`config.mk`:
```
export PLATFORM = sky130hd
export DESIGN_NAME = vga_sync_decoder_flat
export DESIGN_NICKNAME = d
export VERILOG_FILES = /design/src/rtl/vga_sync_decoder_if.sv /design/src/rtl/vga_sync_decoder.sv /design/src/flat_wrapper.sv
export SDC_FILE = /design/constraint.sdc
export NUM_CORES = 1
export LEC_CHECK = 0
export CAP_MARGIN = 20
export CORE_MARGIN = 4
export CORE_UTILIZATION = 53
export CTS_CLUSTER_DIAMETER = 40
export DETAILED_ROUTE_END_ITERATION = 6
export PLACE_DENSITY = 0.83
export SYNTH_ARGS = -nofsm -noshare
export SYNTH_HDL_FRONTEND = slang
export SYNTH_SLANG_ARGS = --single-unit
```
`constraint.sdc`:
```
create_clock -name Clock_25 -period 3.4 [get_ports Clock_25]
set_input_delay 0.34 -clock Clock_25 [delete_from_list [all_inputs] [get_ports Clock_25]]
set_output_delay 0.34 -clock Clock_25 [all_outputs]
set_load 0.02 [all_outputs]
```
`src/rtl/vga_sync_decoder_if.sv`:
```
// Sync-pair input and recovered timing outputs of the VGA sync decoder.
// master drives the sync pair (source side); slave is the decoder.
interface vga_sync_decoder_if;
    logic        h_synch;
    logic        v_synch;
    logic [10:0] pixel_x;
    logic [9:0]  line_y;
    logic        de;
    logic        frame_start;
    logic        locked;
    logic        sync_error;
    logic [10:0] h_period;
    logic [9:0]  v_period;

    modport master (
        output h_synch, v_synch,
        input  pixel_x, line_y, de, frame_start, locked, sync_error, h_period, v_period
    );

    modport slave (
        input  h_synch, v_synch,
        output pixel_x, line_y, de, frame_start, locked, sync_error, h_period, v_period
    );
endinterface

```
`src/rtl/vga_sync_decoder.sv`:
```
// Recovers pixel/line coordinates from an active-low VGA sync pair and
// verifies the measured timing against the configured mode (lock/error).
module vga_sync_decoder #(
    parameter int unsigned WIDTH       = 640,
    parameter int unsigned H_FP        = 16,
    parameter int unsigned H_SYNC      = 96,
    parameter int unsigned H_BP        = 48,
    parameter int unsigned HEIGHT      = 480,
    parameter int unsigned V_FP        = 10,
    parameter int unsigned V_SYNC      = 2,
    parameter int unsigned V_BP        = 33,
    parameter int unsigned LOCK_FRAMES = 2
) (
    input  logic              Clock_25,
    input  logic              Reset,
    vga_sync_decoder_if.slave vid
);

    localparam int unsigned H_TOTAL = WIDTH + H_FP + H_SYNC + H_BP;
    localparam int unsigned V_TOTAL = HEIGHT + V_FP + V_SYNC + V_BP;

    localparam logic [1:0] SEARCH  = 2'd0;
    localparam logic [1:0] MEASURE = 2'd1;
    localparam logic [1:0] LOCKED  = 2'd2;

    localparam logic [10:0] PX_LAST   = 11'(H_TOTAL - 1);
    localparam logic [10:0] PX_HALIGN = 11'(WIDTH + H_FP + 1);
    localparam logic [9:0]  LY_LAST   = 10'(V_TOTAL - 1);
    localparam logic [9:0]  LY_VALIGN = 10'(HEIGHT + V_FP);
    localparam logic [11:0] H_TOT_C   = 12'(H_TOTAL);
    localparam logic [11:0] H_LOSS    = 12'(2 * H_TOTAL);
    localparam logic [10:0] H_SYNC_C  = 11'(H_SYNC);
    localparam logic [9:0]  V_TOT_C   = 10'(V_TOTAL);
    localparam logic [9:0]  V_SYNC_C  = 10'(V_SYNC);
    localparam logic [10:0] WIDTH_C   = 11'(WIDTH);
    localparam logic [9:0]  HEIGHT_C  = 10'(HEIGHT);
    localparam logic [7:0]  GOOD_LAST = 8'(LOCK_FRAMES - 1);

    logic        h_prev, v_prev;
    logic        h_fall, h_rise, v_fall, v_rise;
    logic        wrap;
    logic [1:0]  state;
    logic [10:0] pixel_x, h_period;
    logic [9:0]  line_y, v_period;
    logic [11:0] h_cnt, h_cnt_inc;
    logic [10:0] h_low;
    logic [9:0]  v_cnt, v_low;
    logic        h_armed;
    logic [7:0]  good_cnt;
    logic        sync_error;
    logic        h_bad, v_bad, loss, fail;

    always_comb begin
        h_fall    = h_prev & ~vid.h_synch;
        h_rise    = ~h_prev & vid.h_synch;
        v_fall    = v_prev & ~vid.v_synch;
        v_rise    = ~v_prev & vid.v_synch;
        wrap      = (pixel_x == PX_LAST) & ~h_fall;
        h_cnt_inc = h_cnt + 12'd1;
        // the first h_fall after entering MEASURE only arms the line checks
        h_bad     = h_armed & ((h_fall & (h_cnt_inc != H_TOT_C)) |
                               (h_rise & (h_low != H_SYNC_C)));
        v_bad     = (v_fall & (v_cnt != V_TOT_C)) | (v_rise & (v_low != V_SYNC_C));
        // fires on the edge that would take h_cnt to 2*H_TOTAL
        loss      = (h_cnt == H_LOSS - 12'd1) & ~h_fall;
        fail      = (state != SEARCH) & (h_bad | v_bad | loss);
    end

    always_ff @(posedge Clock_25 or negedge Reset) begin
        if (!Reset) begin
            h_prev     <= 1'b1;
            v_prev     <= 1'b1;
            pixel_x    <= '0;
            line_y     <= '0;
            h_period   <= '0;
            v_period   <= '0;
            h_cnt      <= '0;
            h_low      <= '0;
            v_cnt      <= '0;
            v_low      <= '0;
            h_armed    <= 1'b0;
            good_cnt   <= '0;
            sync_error <= 1'b0;
            state      <= SEARCH;
        end else begin
            h_prev <= vid.h_synch;
            v_prev <= vid.v_synch;

            if (h_fall)
                pixel_x <= PX_HALIGN;
            else if (pixel_x == PX_LAST)
                pixel_x <= '0;
            else
                pixel_x <= pixel_x + 11'd1;

            if (v_fall)
                line_y <= LY_VALIGN;
            else if (wrap)
                line_y <= (line_y == LY_LAST) ? '0 : line_y + 10'd1;

            if (h_fall) begin
                h_period <= h_cnt_inc[11] ? '1 : h_cnt_inc[10:0];
                h_cnt    <= '0;
            end else if ((state == SEARCH) && v_fall) begin
                h_cnt <= '0;
            end else if (h_cnt != H_LOSS) begin
                h_cnt <= h_cnt_inc;
            end

            if (h_fall)
                h_low <= 11'd1;
            else if (!vid.h_synch && (h_low != '1))
                h_low <= h_low + 11'd1;

            if (v_fall) begin
                v_period <= v_cnt;
                v_cnt    <= '0;
            end else if (wrap && (v_cnt != '1)) begin
                v_cnt <= v_cnt + 10'd1;
            end

            if (v_fall)
                v_low <= wrap ? 10'd1 : 10'd0;
            else if (wrap && !vid.v_synch && (v_low != '1))
                v_low <= v_low + 10'd1;

            if (state == SEARCH)
                h_armed <= 1'b0;
            else if (h_fall)
                h_armed <= 1'b1;

            sync_error <= fail;

            case (state)
                SEARCH: begin
                    if (v_fall) begin
                        state    <= MEASURE;
                        good_cnt <= '0;
                    end
                end
                MEASURE: begin
                    if (fail) begin
                        state <= SEARCH;
                    end else if (v_fall) begin
                        if (good_cnt == GOOD_LAST)
                            state <= LOCKED;
                        good_cnt <= good_cnt + 8'd1;
                    end
                end
                LOCKED: begin
                    if (fail)
                        state <= SEARCH;
                end
                default: state <= SEARCH;
            endcase
        end
    end

    assign vid.pixel_x     = pixel_x;
    assign vid.line_y      = line_y;
    assign vid.h_period    = h_period;
    assign vid.v_period    = v_period;
    assign vid.sync_error  = sync_error;
    assign vid.locked      = (state == LOCKED);
    assign vid.de          = (state == LOCKED) && (pixel_x < WIDTH_C) && (line_y < HEIGHT_C);
    assign vid.frame_start = (state == LOCKED) && (pixel_x == '0) && (line_y == '0);

endmodule

```
`src/flat_wrapper.sv`:
```
// flat-port wrapper written by rule: the top's interface ports become plain ports
module vga_sync_decoder_flat 
#(
    parameter int unsigned WIDTH       = 640,
    parameter int unsigned H_FP        = 16,
    parameter int unsigned H_SYNC      = 96,
    parameter int unsigned H_BP        = 48,
    parameter int unsigned HEIGHT      = 480,
    parameter int unsigned V_FP        = 10,
    parameter int unsigned V_SYNC      = 2,
    parameter int unsigned V_BP        = 33,
    parameter int unsigned LOCK_FRAMES = 2
)
  (Clock_25, Reset, vid_h_synch, vid_v_synch, vid_pixel_x, vid_line_y, vid_de, vid_frame_start, vid_locked, vid_sync_error, vid_h_period, vid_v_period);
  vga_sync_decoder_if vid_i ();
  input  logic Clock_25;
  input  logic Reset;
  input wire logic [$bits(vid_i.h_synch)-1:0] vid_h_synch;
  input wire logic [$bits(vid_i.v_synch)-1:0] vid_v_synch;
  output wire logic [$bits(vid_i.pixel_x)-1:0] vid_pixel_x;
  output wire logic [$bits(vid_i.line_y)-1:0] vid_line_y;
  output wire logic [$bits(vid_i.de)-1:0] vid_de;
  output wire logic [$bits(vid_i.frame_start)-1:0] vid_frame_start;
  output wire logic [$bits(vid_i.locked)-1:0] vid_locked;
  output wire logic [$bits(vid_i.sync_error)-1:0] vid_sync_error;
  output wire logic [$bits(vid_i.h_period)-1:0] vid_h_period;
  output wire logic [$bits(vid_i.v_period)-1:0] vid_v_period;
  assign vid_i.h_synch = vid_h_synch;
  assign vid_i.v_synch = vid_v_synch;
  assign vid_pixel_x = vid_i.pixel_x;
  assign vid_line_y = vid_i.line_y;
  assign vid_de = vid_i.de;
  assign vid_frame_start = vid_i.frame_start;
  assign vid_locked = vid_i.locked;
  assign vid_sync_error = vid_i.sync_error;
  assign vid_h_period = vid_i.h_period;
  assign vid_v_period = vid_i.v_period;
  vga_sync_decoder #(.WIDTH(WIDTH), .H_FP(H_FP), .H_SYNC(H_SYNC), .H_BP(H_BP), .HEIGHT(HEIGHT), .V_FP(V_FP), .V_SYNC(V_SYNC), .V_BP(V_BP), .LOCK_FRAMES(LOCK_FRAMES)) u_core (.Clock_25(Clock_25), .Reset(Reset), .vid(vid_i));
endmodule
```
==> out/results.ini <==
[outcome]
outcome = completed

[placement]
place_hpwl_mm = 7.61
routabilityCongestion = 0.864
io_buffers = 49
dp_cells = 713

[route]
routed_via_density = 5.61
post_drt_wl_per_cell_um = 14.8
routed_wl_mm = 10.8
drt_iter0_markers = 253
detail-route-antenna-nets = 0
vias = 4089
drc = 0
dr.pass1.iters = 4

[sta]
fmax_mhz = 330
setup_viol = 0
rsz0062_at_grt = no
timing.final.crit_period_ns = 3.03
slew-limit-headroom_pct = 31.4
fin_hold_ws_ns = 0.0601
fin_tns_setup_ns = 0
drv_slew = 0
hold_violations = 0
period_share_pct = 89.1
clock_skew_ns = 0.00984
worstMarginPinSlew_ns = 1.00

[yosys]
synth_seq_area_share_pct = 48.3
synth_edf_count = 0
async_flop_share_pct = 100
syn_nets = 564
synth_ff_type = dfrtp_1
yosys_warnings = 0
synth_cell_type_count = 58
synthCells = 546
syn_area_um2 = 5140
syn_avg_cell_area_um2 = 9.41
ys_seq_elements = 99

[floorplan]
pin_count = 50
num_rows = 35
die_area_um2 = 11300
start_util_pct = 55.1
core_um2 = 9330
die_w_um = 106
die_h_um = 106

[setup_path]
reg2reg_depth = 7
path_class = flop to primary output
crit_path_start_kind = flop
crit_path_end_kind = primary output
cp.required_ns = 3.06
path_max_fanout = 7
arrival_ns = 2.69

[power]
power.leakage_nw = 2.60
internal_power_mw = 1.80
power.clock.fraction_pct = 28.4
p_comb_share_pct = 17.4
power.switching_uw = 732
p_per_area_nw_per_um2 = 426
ir_worst_vdd_mv = 0.295
p_seq_share_pct = 54.1
netSwitchingFraction_pct = 28.9

[global_routing]
overflow = 0
grt_usage_pct = 20.2
grt_pass1_wl_mm = 18.9
grt_pass1_vias = 4001
antenna_found_initial = 0
grt_max_degree = 63

[final_layout]
fin_nets = 613
syn_to_final_growth_pct = 15.6
fillCellCount = 772
regArea_um2 = 2480
multi_input_area_um2 = 2500
drive_above_1_share_pct = 7.67
antenna_cells = 0
fin_cells = 729

[clock_tree]
cts_inserted_buffers = 9
cts_root_buf = clkbuf_8
cts_sinks = 99
htree_levels = 3
hold_buffers = 0
path_clk_slew_ns = 0.09
clockBufferDepth = 2
cts_resized = 0
cts_tree = built
clock_latency_ns = 0.35
cts_setup_buffers = 0

[hold_path]
hp-class = primary input to asynchronous set/reset pin

[run]
cap_violations = 0

worst max-delay path, cell delays in order, from the launching register on:
cell and delay (ns):
dfrtp_1 0.45, inv_1 0.09, ha_1 0.15, or4b_2 0.58, nor3_1 0.22, and4_1 0.23
clkdlybuf4s50_1 0.61
cell usage in the layout, fill, tap and decap left out, drive strengths merged, types with 4 or more instances in the layout:
cell and count:
a21oi 17, a311oi 4, a31oi 13, and2 7, and3 15, and4 7, buf 9, clkbuf 14
clkdlybuf4s50 48, dfrtp 97, ha 14, inv 19, nand2 59, nand3 29, nand4 9, nor2 89
nor2b 4, nor3 8, nor4 11, o21ai 21, o31ai 4, or2 4, or4 5, xnor2 17
xor2 26
cells in the mapped netlist, types with 6 or more instances:
| library cell | n | area share [%] |
|---|---|---|
| and3_1 | 15 | 1.8 |
| inv_1 | 19 | 1.4 |
| and2_1 | 7 | 0.85 |
| ha_1 | 14 | 3.4 |
| xor2_1 | 26 | 4.4 |
| xnor2_1 | 17 | 2.9 |
| nand4_1 | 8 | 0.97 |
| o21ai_0 | 21 | 2.0 |
| dfrtp_1 | 97 | 47 |
| a31oi_1 | 12 | 1.5 |
| a21oi_1 | 17 | 1.7 |
| nand2_1 | 59 | 4.3 |
| nor3_1 | 6 | 0.58 |
| nor4_1 | 11 | 1.3 |
| nor2_1 | 89 | 6.5 |
| nand3_1 | 29 | 2.8 |
| clkbuf_1 | 17 | 1.2 |
| and4_1 | 6 | 1.0 |
cells by family (layout without fill, tap and decap cells):
family                     after synthesis  count (layout)  synth area share, %
adders and majority gates               14              14                 3.41
xor gates and xnor gates                43              43                 7.33
DFF                                     99              99                 48.3
and+or+nand+nor                        267             267                 26.0
AOI/OAI and AO/OA                       79              79                 10.6
buffers and inverters                   38              92                 3.12
muxes                                    6               6                 1.24
worst paths after layout:
path                       slack, ns                     end              startpoint
setup reg to reg                0.74      u_core.good_cnt[3]         u_core.h_cnt[1]
setup / recovery                0.37         vid_frame_start    u_core.vid.line_y[0]
hold reg to reg                 0.48  u_core.vid.v_period[5]  u_core.vid.v_period[5]
min in group Clock_25           0.48  u_core.vid.v_period[5]  u_core.vid.v_period[5]
hold / removal                  0.06         u_core.h_cnt[8]                   Reset
max in group asynchronous       2.55    u_core.vid.line_y[8]                   Reset
power by group through the flow:
| stage | clock (mW) | combinational (mW) | sequential, mW |
|---|---|---|---|
| CTS | 0.740 | 0.447 | 1.37 |
| finish | 0.720 | 0.442 | 1.37 |
| floorplan | 0 | 0.229 | 1.42 |
| global route | 0.789 | 0.494 | 1.39 |
| detailed placement | 0 | 0.445 | 1.39 |
| global placement | 0 | 0.432 | 1.39 |
state kept, by name (all words and copies together), names as in the netlist:
| signal | count |
|---|---|
| u_core.good_cnt | 8 |
| u_core.h_cnt | 12 |
| u_core.state | 2 |
| u_core.vid.sync_error | 1 |
| u_core.h_prev | 1 |
| u_core.vid.h_period | 11 |
| u_core.v_low | 10 |
| u_core.vid.v_period | 10 |
| u_core.v_cnt | 10 |
| u_core.vid.line_y | 10 |
| u_core.vid.pixel_x | 11 |
| u_core.v_prev | 1 |
| u_core.h_armed | 1 |
| u_core.h_low | 11 |
metrics by stage:
| step | power [mW] | cell area (um2) | setup slack, ns | utilization (%) |
|---|---|---|---|---|
| 6_report | 2.53 | 5940 | 0.372 | 63.7 |
| 3_3_place_gp | 1.82 | 5760 | 0.754 | 61.8 |
| 2_1_floorplan | 1.65 | 5140 | 0.939 | - |
| 4_1_cts | 2.56 | 5940 | 0.333 | 63.7 |
| 5_1_grt | 2.67 | 5940 | 0.226 | 63.7 |
| 3_5_place_dp | 1.84 | 5760 | 0.644 | 61.8 |
routing by layer:
layer | GRT usage [%] | vias to the layer above | share of wire, %
li1 | - | 2003 | -
met1 | 28.5 | 1957 | 48
met2 | 32.3 | 119 | 47
met3 | 4.43 | 10 | 4.7
met4 | 3.93 | 0 | 0.74
met5 | 0 | - | 0
layout make-up:
cell class,instances,share of cell area (%)
Multi-Input combinational cell,409,42.1
Sequential cell,99,41.7
Timing Repair Buffer,57,9.22
Tap cell,129,2.72
Clock buffer,14,2.40
Inverter,19,1.20
Clock inverter,2,0.632
No activity file was read; power rests on OpenSTA's default activity.
